===== config.mk =====
export PLATFORM = sky130hd
export DESIGN_NAME = lfsr_stream_scheduler
export DESIGN_NICKNAME = d
export VERILOG_FILES = /design/src/rtl/lfsr_pkg.sv /design/src/rtl/lfsr_stream_scheduler_rr_arbiter.sv /design/src/rtl/lfsr_stream_scheduler.sv
export SDC_FILE = /design/constraint.sdc
export NUM_CORES = 1
export LEC_CHECK = 0
export CORE_ASPECT_RATIO = 2
export CORE_MARGIN = 2
export CORE_UTILIZATION = 50
export DETAILED_ROUTE_END_ITERATION = 12
export PLACE_DENSITY = 0.8
export SLEW_MARGIN = 20
export SYNTH_ARGS = -nofsm -noshare
export SYNTH_HDL_FRONTEND = slang
export SYNTH_SLANG_ARGS = --single-unit

===== constraint.sdc =====
create_clock -name clk -period 7.1 [get_ports clk]
set_input_delay 1.065 -clock clk [delete_from_list [all_inputs] [get_ports clk]]
set_output_delay 1.065 -clock clk [all_outputs]
set_load 0.01 [all_outputs]

===== src/rtl/lfsr_pkg.sv =====
// Shared types and the Galois step function for the LFSR stream scheduler.
// Bit order of every LFSR word is [0:LFSR_LEN-1].
package lfsr_pkg;

  localparam int LFSR_LEN = 16;

  typedef enum logic [1:0] {
    IDLE,
    GRANT,
    STREAM,
    DONE
  } state_t;

  function automatic logic [0:LFSR_LEN-1] lfsr_galois_next(
    input logic [0:LFSR_LEN-1] s,
    input logic [0:LFSR_LEN-1] taps
  );
    logic [0:LFSR_LEN-1] t;
    t = (taps & {LFSR_LEN{s[LFSR_LEN-1]}}) ^ s;
    return {t[LFSR_LEN-1], t[0:LFSR_LEN-2]};
  endfunction

endpackage


===== src/rtl/lfsr_stream_scheduler_rr_arbiter.sv =====
// Combinational round-robin arbiter: first asserted request at or after ptr.
// Produces both a one-hot grant and the winning index.
module rr_arbiter #(
  parameter int NREQ = 4,
  localparam int IDW = $clog2(NREQ)
) (
  input  logic [NREQ-1:0] req,
  input  logic [IDW-1:0]  ptr,
  output logic [NREQ-1:0] grant,
  output logic [IDW-1:0]  idx
);

  logic found;

  always_comb begin
    grant = '0;
    idx   = '0;
    found = 1'b0;
    for (int k = 0; k < NREQ; k++) begin
      if (!found && req[(int'(ptr) + k) % NREQ]) begin
        found = 1'b1;
        grant[(int'(ptr) + k) % NREQ] = 1'b1;
        idx = IDW'((int'(ptr) + k) % NREQ);
      end
    end
  end

endmodule


===== src/rtl/lfsr_stream_scheduler.sv =====
// Time-shares one Galois LFSR step among NREQ saved contexts,
// streaming one granted burst at a time over valid/ready.
module lfsr_stream_scheduler
  import lfsr_pkg::*;
#(
  parameter int NREQ = 4,
  parameter int LEN_W = 8,
  parameter logic [0:LFSR_LEN-1] TAPS = 16'b0110100000000000,
  parameter logic [0:LFSR_LEN-1] RST_SEED = 16'hACE1,
  localparam int LENGTH = LFSR_LEN,
  localparam int IDW = $clog2(NREQ)
) (
  input  logic                  clk,
  input  logic                  rst,
  input  logic [NREQ-1:0]       req,
  input  logic [NREQ*LEN_W-1:0] req_len,
  output logic [NREQ-1:0]       done,
  output logic [0:LENGTH-1]     out_data,
  output logic                  out_valid,
  input  logic                  out_ready,
  output logic [IDW-1:0]        out_id,
  output logic                  out_last,
  input  logic                  cfg_we,
  input  logic [IDW-1:0]        cfg_id,
  input  logic [0:LENGTH-1]     cfg_seed,
  output logic                  cfg_err
);

  state_t state, state_n;

  logic [0:LENGTH-1] ctx [NREQ];
  logic [0:LENGTH-1] work;
  logic [IDW-1:0]    id;
  logic [IDW-1:0]    id_nxt;
  logic [IDW-1:0]    ptr;
  logic [LEN_W-1:0]  rem;
  logic [LEN_W-1:0]  len_sel;
  logic [NREQ-1:0]   gnt;
  logic [IDW-1:0]    gidx;
  logic              hs;
  logic              cfg_bad;
  logic              cfg_ok;

  rr_arbiter #(.NREQ(NREQ)) u_arb (
    .req   (req),
    .ptr   (ptr),
    .grant (gnt),
    .idx   (gidx)
  );

  always_comb begin
    len_sel = '0;
    for (int i = 0; i < NREQ; i++) begin
      if (gnt[i]) len_sel = len_sel | req_len[i*LEN_W +: LEN_W];
    end
  end

  assign id_nxt = (int'(id) == NREQ - 1) ? '0 : id + IDW'(1);
  assign hs     = (state == STREAM) && out_ready;

  // The id register is only meaningful once a burst has been granted.
  assign cfg_bad = cfg_we &&
                   ((cfg_seed == '0) ||
                    (int'(cfg_id) >= NREQ) ||
                    ((state != IDLE) && (cfg_id == id)));
  assign cfg_ok  = cfg_we && !cfg_bad;

  always_comb begin
    state_n   = state;
    done      = '0;
    out_valid = 1'b0;
    out_data  = '0;
    out_id    = '0;
    out_last  = 1'b0;
    unique case (state)
      IDLE: begin
        if (|req) state_n = GRANT;
      end
      GRANT: begin
        if (rem == '0) begin
          done[id] = 1'b1;
          state_n  = IDLE;
        end else begin
          state_n = STREAM;
        end
      end
      STREAM: begin
        out_valid = 1'b1;
        out_data  = work;
        out_id    = id;
        out_last  = (rem == LEN_W'(1));
        if (hs && rem == LEN_W'(1)) state_n = DONE;
      end
      DONE: begin
        done[id] = 1'b1;
        state_n  = IDLE;
      end
      default: state_n = IDLE;
    endcase
  end

  always_ff @(posedge clk or negedge rst) begin
    if (!rst) begin
      state   <= IDLE;
      work    <= '0;
      id      <= '0;
      ptr     <= '0;
      rem     <= '0;
      cfg_err <= 1'b0;
      for (int i = 0; i < NREQ; i++) ctx[i] <= RST_SEED;
    end else begin
      state   <= state_n;
      cfg_err <= cfg_bad;
      if (cfg_ok) ctx[cfg_id] <= cfg_seed;
      unique case (state)
        IDLE: begin
          if (|req) begin
            id   <= gidx;
            rem  <= len_sel;
            work <= ctx[gidx];
          end
        end
        GRANT: begin
          if (rem == '0) ptr <= id_nxt;
        end
        STREAM: begin
          if (hs) begin
            work <= lfsr_galois_next(work, TAPS);
            rem  <= rem - LEN_W'(1);
          end
        end
        DONE: begin
          ctx[id] <= work;
          ptr     <= id_nxt;
        end
        default: ;
      endcase
    end
  end

endmodule


**Yosys cells after proc, flatten, opt, wreduce, memory -nomap -nowiden**

Index checks and enable logic that the tools add are counted.

- Flip-flop bits (word level): 95
- Output and inout port bits: 25

- $add $sub $neg: 5
- Magnitude comparators: 15
- Equal/unequal tests: 10
- Multiplexer cells: 66
- Bitwise operators: 13
- Reduce and logical (&&, ||, !) cells: 34

Operator list:

| kind | count |
|---|---|
| $bwmux 64 | 2 |
| $mux 64 | 2 |
| $mux 16 | 7 |
| $demux 16 s2 | 2 |
| $mux 8 | 6 |
| $bmux 16 s2 | 1 |
| $pmux 16 s2 | 1 |
| $or 8x8->8 | 3 |
| $mux 2 | 10 |
| $mux 4 | 5 |
| $mux 1 | 17 |
| $logic_not 16->1 | 1 |
| $pmux 8 s2 | 1 |
| $xor 15x16->16 | 1 |
| $logic_and 1x1->1 | 15 |
| $lt 3x4->1 const B | 3 |
| $or 4x4->4 | 3 |
| $demux 1 s2 | 5 |
| $ge 3x1->1 const B | 3 |
| $ge 3x3->1 const B | 3 |
| $not 2->3 | 3 |
| $bmux 1 s2 | 4 |
| $eq 8x1->1 const B | 1 |
| $logic_not 8->1 | 1 |
| other kinds (23) | 43 |

**Logic depth before layout (Yosys ltp)**

- Depth after elaboration: 23
- Depth in mapped cells: 11
- Mapped depth without buffers: 8

**Hierarchy**

A second synthesis with hierarchy kept.

- Cells, all modules: 668
- Area total of the unflattened synthesis: 5953.2 µm²

Modules (own cells, without submodules):

| module | times used | cells each | area each (µm²) | seq. area each (µm²) |
|---|---|---|---|---|
| lfsr_stream_scheduler | 1 | 622 | 5534.1 | 2417.3 |
| rr_arbiter | 1 | 46 | 419.2 | 0.0 |

**Worst setup path before layout**

OpenSTA, ideal clock, no wires.

- Kind: input-to-reg
- Start point: in req[0]
- End point: reg work[11] (netlist name)
- Setup time: 0.121 ns
- Arrival: 2.842 ns
- Required time: 6.979 ns
- Setup slack: 4.137 ns
- Cell stages on the path: 9
- Path buffers: 3
- Cells stage by stage: buf_2 or3b_4 a2111oi_4 o41a_1 buf_6 buf_12 mux2i_1 o31ai_2 o22a_1

- Cells in the longest elaborated chain, start to end: 18
- Elaborated cells on any way between the ends: 33

RTL lines:

| what | line | RTL |
|---|---|---|
| start, declared | lfsr_stream_scheduler.sv:15 | `input logic [NREQ-1:0] req,` |
| $bmux 1 s2 | lfsr_stream_scheduler_rr_arbiter.sv:20 | `if (!found && req[(int'(ptr) + k) % NREQ]) begin` |
| $mux 1 (implied by the code) | lfsr_stream_scheduler_rr_arbiter.sv:20 |  |
| $mux 1 | lfsr_stream_scheduler_rr_arbiter.sv:20 |  |
| $logic_not 1->1 | lfsr_stream_scheduler_rr_arbiter.sv:20 |  |
| $logic_and 1x1->1 | lfsr_stream_scheduler_rr_arbiter.sv:20 |  |
| $mux 1 | lfsr_stream_scheduler_rr_arbiter.sv:20 |  |
| $logic_not 1->1 | lfsr_stream_scheduler_rr_arbiter.sv:20 |  |
| $logic_and 1x1->1 | lfsr_stream_scheduler_rr_arbiter.sv:20 |  |
| $mux 1 | lfsr_stream_scheduler_rr_arbiter.sv:20 |  |
| $logic_not 1->1 | lfsr_stream_scheduler_rr_arbiter.sv:20 |  |
| $logic_and 1x1->1 | lfsr_stream_scheduler_rr_arbiter.sv:20 |  |
| $mux 2 | lfsr_stream_scheduler_rr_arbiter.sv:20 |  |
| $not 2->3 (implied by the code) | lfsr_stream_scheduler.sv:120 | `work <= ctx[gidx];` |
| $bmux 16 s2 | lfsr_stream_scheduler.sv:120 |  |
| $mux 16 (implied by the code) (2 in a row) | lfsr_stream_scheduler.sv:120 |  |
| $mux 16 | lfsr_stream_scheduler.sv:117 | `if (\|req) begin` |
| $pmux 16 s2 | lfsr_stream_scheduler.sv:115 | `unique case (state)` |
| end signal, assigned | lfsr_stream_scheduler.sv:120 |  |
| end signal, assigned | lfsr_stream_scheduler.sv:128 | `work <= lfsr_galois_next(work, TAPS);` |
| end, declared | lfsr_stream_scheduler.sv:32 | `logic [0:LENGTH-1] work;` |

Parallel ways exist; a longest one is shown, timed or not. The select of a mux whose other input is x is not followed.
A chain may end at the register's enable or synchronous reset.

**Worst setup path after layout**

- Start point: in req[3]
- End point: reg work[14] (netlist name)

The elaborated chain is that of the path after synthesis.

==> results.json <==
{
  "synth-seq-cells": 95,
  "postSynthCellCount": 632,
  "avgRoutedWirePerCell_um": 20.2,
  "grt_max_degree": 67,
  "cpPeakStageDelay_ps": 950,
  "finalHoldViolCount": 0,
  "cp-end-kind": "flop",
  "numCtsBuffers": 9,
  "worstSetupPathType": "in2reg",
  "route.vias.total": 5254,
  "io_buffer_count": 82,
  "gp_congestion": 0.848,
  "start_kind": "input pin",
  "area_delta_synth_final_pct": 19.0,
  "path_cells": "clkdlybuf4s50_1, or3b_1, a2111oi_4, o41a_2, mux2i_1, o31ai_1, o22a_1",
  "setup_violations": 0,
  "grt_first_pass_wirelength_um": 26600,
  "die-width_um": 81.5,
  "cts_root_buf": "clkbuf_16",
  "highest_layer": "met4",
  "firstDrtPassIters": 5,
  "dp_hpwl_um": 11600,
  "synth.distinct_cells": 59,
  "grt_use_total_pct": 26.5,
  "p_switching_w": 0.00146,
  "wl_met3_um": 749,
  "final_antenna_net_count": 0,
  "cts.sinks": 95,
  "hp-class": "reg2reg",
  "seqCellArea_mm2": 0.00242,
  "p_int_w": 0.00193,
  "clkLatencyLatePin_ps": 350,
  "placementRows": 56,
  "fin_tns_setup_ps": 0,
  "antenna_cells": 0,
  "die-area_mm2": 0.0130,
  "syn_avg_cell_area_um2": 9.50,
  "layout_common_cells": "mux2i_1, clkdlybuf4s50_1, nand2_1, o21ai_0, dfrtp_1",
  "num-fill-cells": 960,
  "drive_above_1_share_pct": 11.9,
  "start_util_pct": 51.3,
  "nets": 757,
  "synth_seq_area_share_pct": 40.2,
  "outcome": "finished, final reports clean",
  "p_seq_share_pct": 34.5,
  "synthesis.nets": 704,
  "cts_tree": "built",
  "worstMarginPinSlew_ps": 1100,
  "wirelength_um": 16800,
  "rsz0062_at_grt": "no",
  "placed_cell_area_mm2": 0.00684,
  "grt_pass1_vias": 5449,
  "grt_overflow_total": 0,
  "core-area_mm2": 0.0117,
  "ios": 83,
  "slew_viol_final": 0,
  "crit_path_max_fanout": 33,
  "final_cell_area_mm2": 0.00715,
  "fmax_mhz": 250,
  "required_ps": 7380,
  "htree_levels": 3,
  "layout_commonest_cell": "mux2i_1",
  "relSlewSlack_pct": 27.0,
  "p_leak_nw": 2.81,
  "drt_iter0_drc": 396,
  "synth_ff_type": "dfrtp_1",
  "fin_skew_ps": 6.50,
  "clkSlewWorstSetupHoldPaths_ps": 70,
  "final.period_utilization_pct": 56.4,
  "drv_cap": 0,
  "p_comb_share_pct": 51.1,
  "p_total_w": 0.00340,
  "async_flop_share_pct": 100,
  "vias_per_cell": 6.29,
  "synth-edff-count": 0,
  "period_needed_ps": 4010,
  "cts_buffer_depth": 2,
  "multi_input_area_mm2": 0.00335,
  "ir_drop_v": 0.000262,
  "ctsResizeCount": 0,
  "netlist_area_mm2": 0.00601,
  "cp.arrival_ps": 4290,
  "drc_errors": 0,
  "antenna_found_initial": 0,
  "drt-met1-wl_um": 6150,
  "power_density_mw_per_mm2": 475,
  "slowest_stage": "o41a_2",
  "die_h_um": 159,
  "sw_frac_of_total_pct": 43.1,
  "post_cts_buffers": 0,
  "p_clk_share_pct": 14.5,
  "wl_met2_um": 9130,
  "synth_warnings": 0,
  "hold_buffers": 0
}
sequential cells by signal, indices dropped and copies added, names as in the netlist, named ones only:
signal,cells
cfg_err,1
ptr,2
id,2
work,16
rem,8
ctx,64
state,1
per-stage QoR:
step                hold WS, ps  std cells  worst slack, ps  utilization [%]
floorplan                   515        632             4140                -
global placement            532        819             2920             58.4
detailed placement          547        819             2790             58.4
CTS                         560        835             3140             61.0
global route                579        835             2910             61.1
finish                      558        835             3090             61.1
layer usage:
layer	up-vias	track usage, %
li1	2389	-
met1	2605	29.5
met2	205	45.8
met3	55	3.63
met4	0	16.6
met5	-	0
critical path: cells and delay by family:
kind,cells,cell delay (ps)
AOI/OAI and AO/OA,4,1850
buffers and inverters,1,750
muxes,1,170
and+or+nand+nor,1,440
final cells by class:
cell class                      count  share of cell area [%]
Inverter                           11                   0.577
Sequential cell                    95                    33.8
Timing Repair Buffer               88                    12.1
Clock buffer                        9                    3.15
Tap cell                          145                    2.54
Clock inverter                      7                    1.03
Multi-Input combinational cell    480                    46.8
logic make-up after synthesis:
kind of cell	share of synthesized area, %
and+or+nand+nor	15.9
buffers and inverters	4.50
muxes	17.4
AOI/OAI and AO/OA	18.4
adders and majority gates	2.92
DFF	40.2
xor gates and xnor gates	0.729
worst paths after layout:
kind / start / end / slack, ps / cells after the start
min in group asynchronous: rst / ctx[52]$_DFF_PN0_ / 640 / 1
max in group asynchronous: rst / ctx[40]$_DFF_PN0_ / 5280 / 2
hold / removal: ctx[61]$_DFF_PN1_ / ctx[61]$_DFF_PN1_ / 560 / 2
hold reg to reg: ctx[61]$_DFF_PN1_ / ctx[61]$_DFF_PN1_ / 560 / 2
setup / recovery: req[3] / work[14]$_DFFE_PN0P_ / 3090 / 7
setup reg to reg: ptr[0]$_DFFE_PN0P_ / work[14]$_DFFE_PN0P_ / 3220 / 8
synth_stat cells, drive strengths merged (7+ instances only):
cell type,number,area (um^2)
a21oi,15,78.8
a221oi,7,61.3
a22oi,10,75.1
and2,22,138
buf,17,120
clkbuf,29,109
dfrtp,63,1580
dfstp,32,841
ha,14,175
inv,11,41.3
mux2i,100,1000
nand2,76,285
nand3,10,50.1
nand4,8,50.1
nor2,42,158
o21ai,77,385
o22a,13,114
o31ai,15,143
power by group through the flow:
stage,Combinational [W],Sequential [W],Clock (W)
2_1_floorplan,0.00129,0.00105,0
3_3_place_gp,0.00165,0.00114,0
3_5_place_dp,0.00172,0.00117,0
4_1_cts,0.00173,0.00116,0.000492
5_1_grt,0.00190,0.00121,0.000519
6_report,0.00174,0.00117,0.000491
Note: power is estimated with default switching activity, not from simulation.
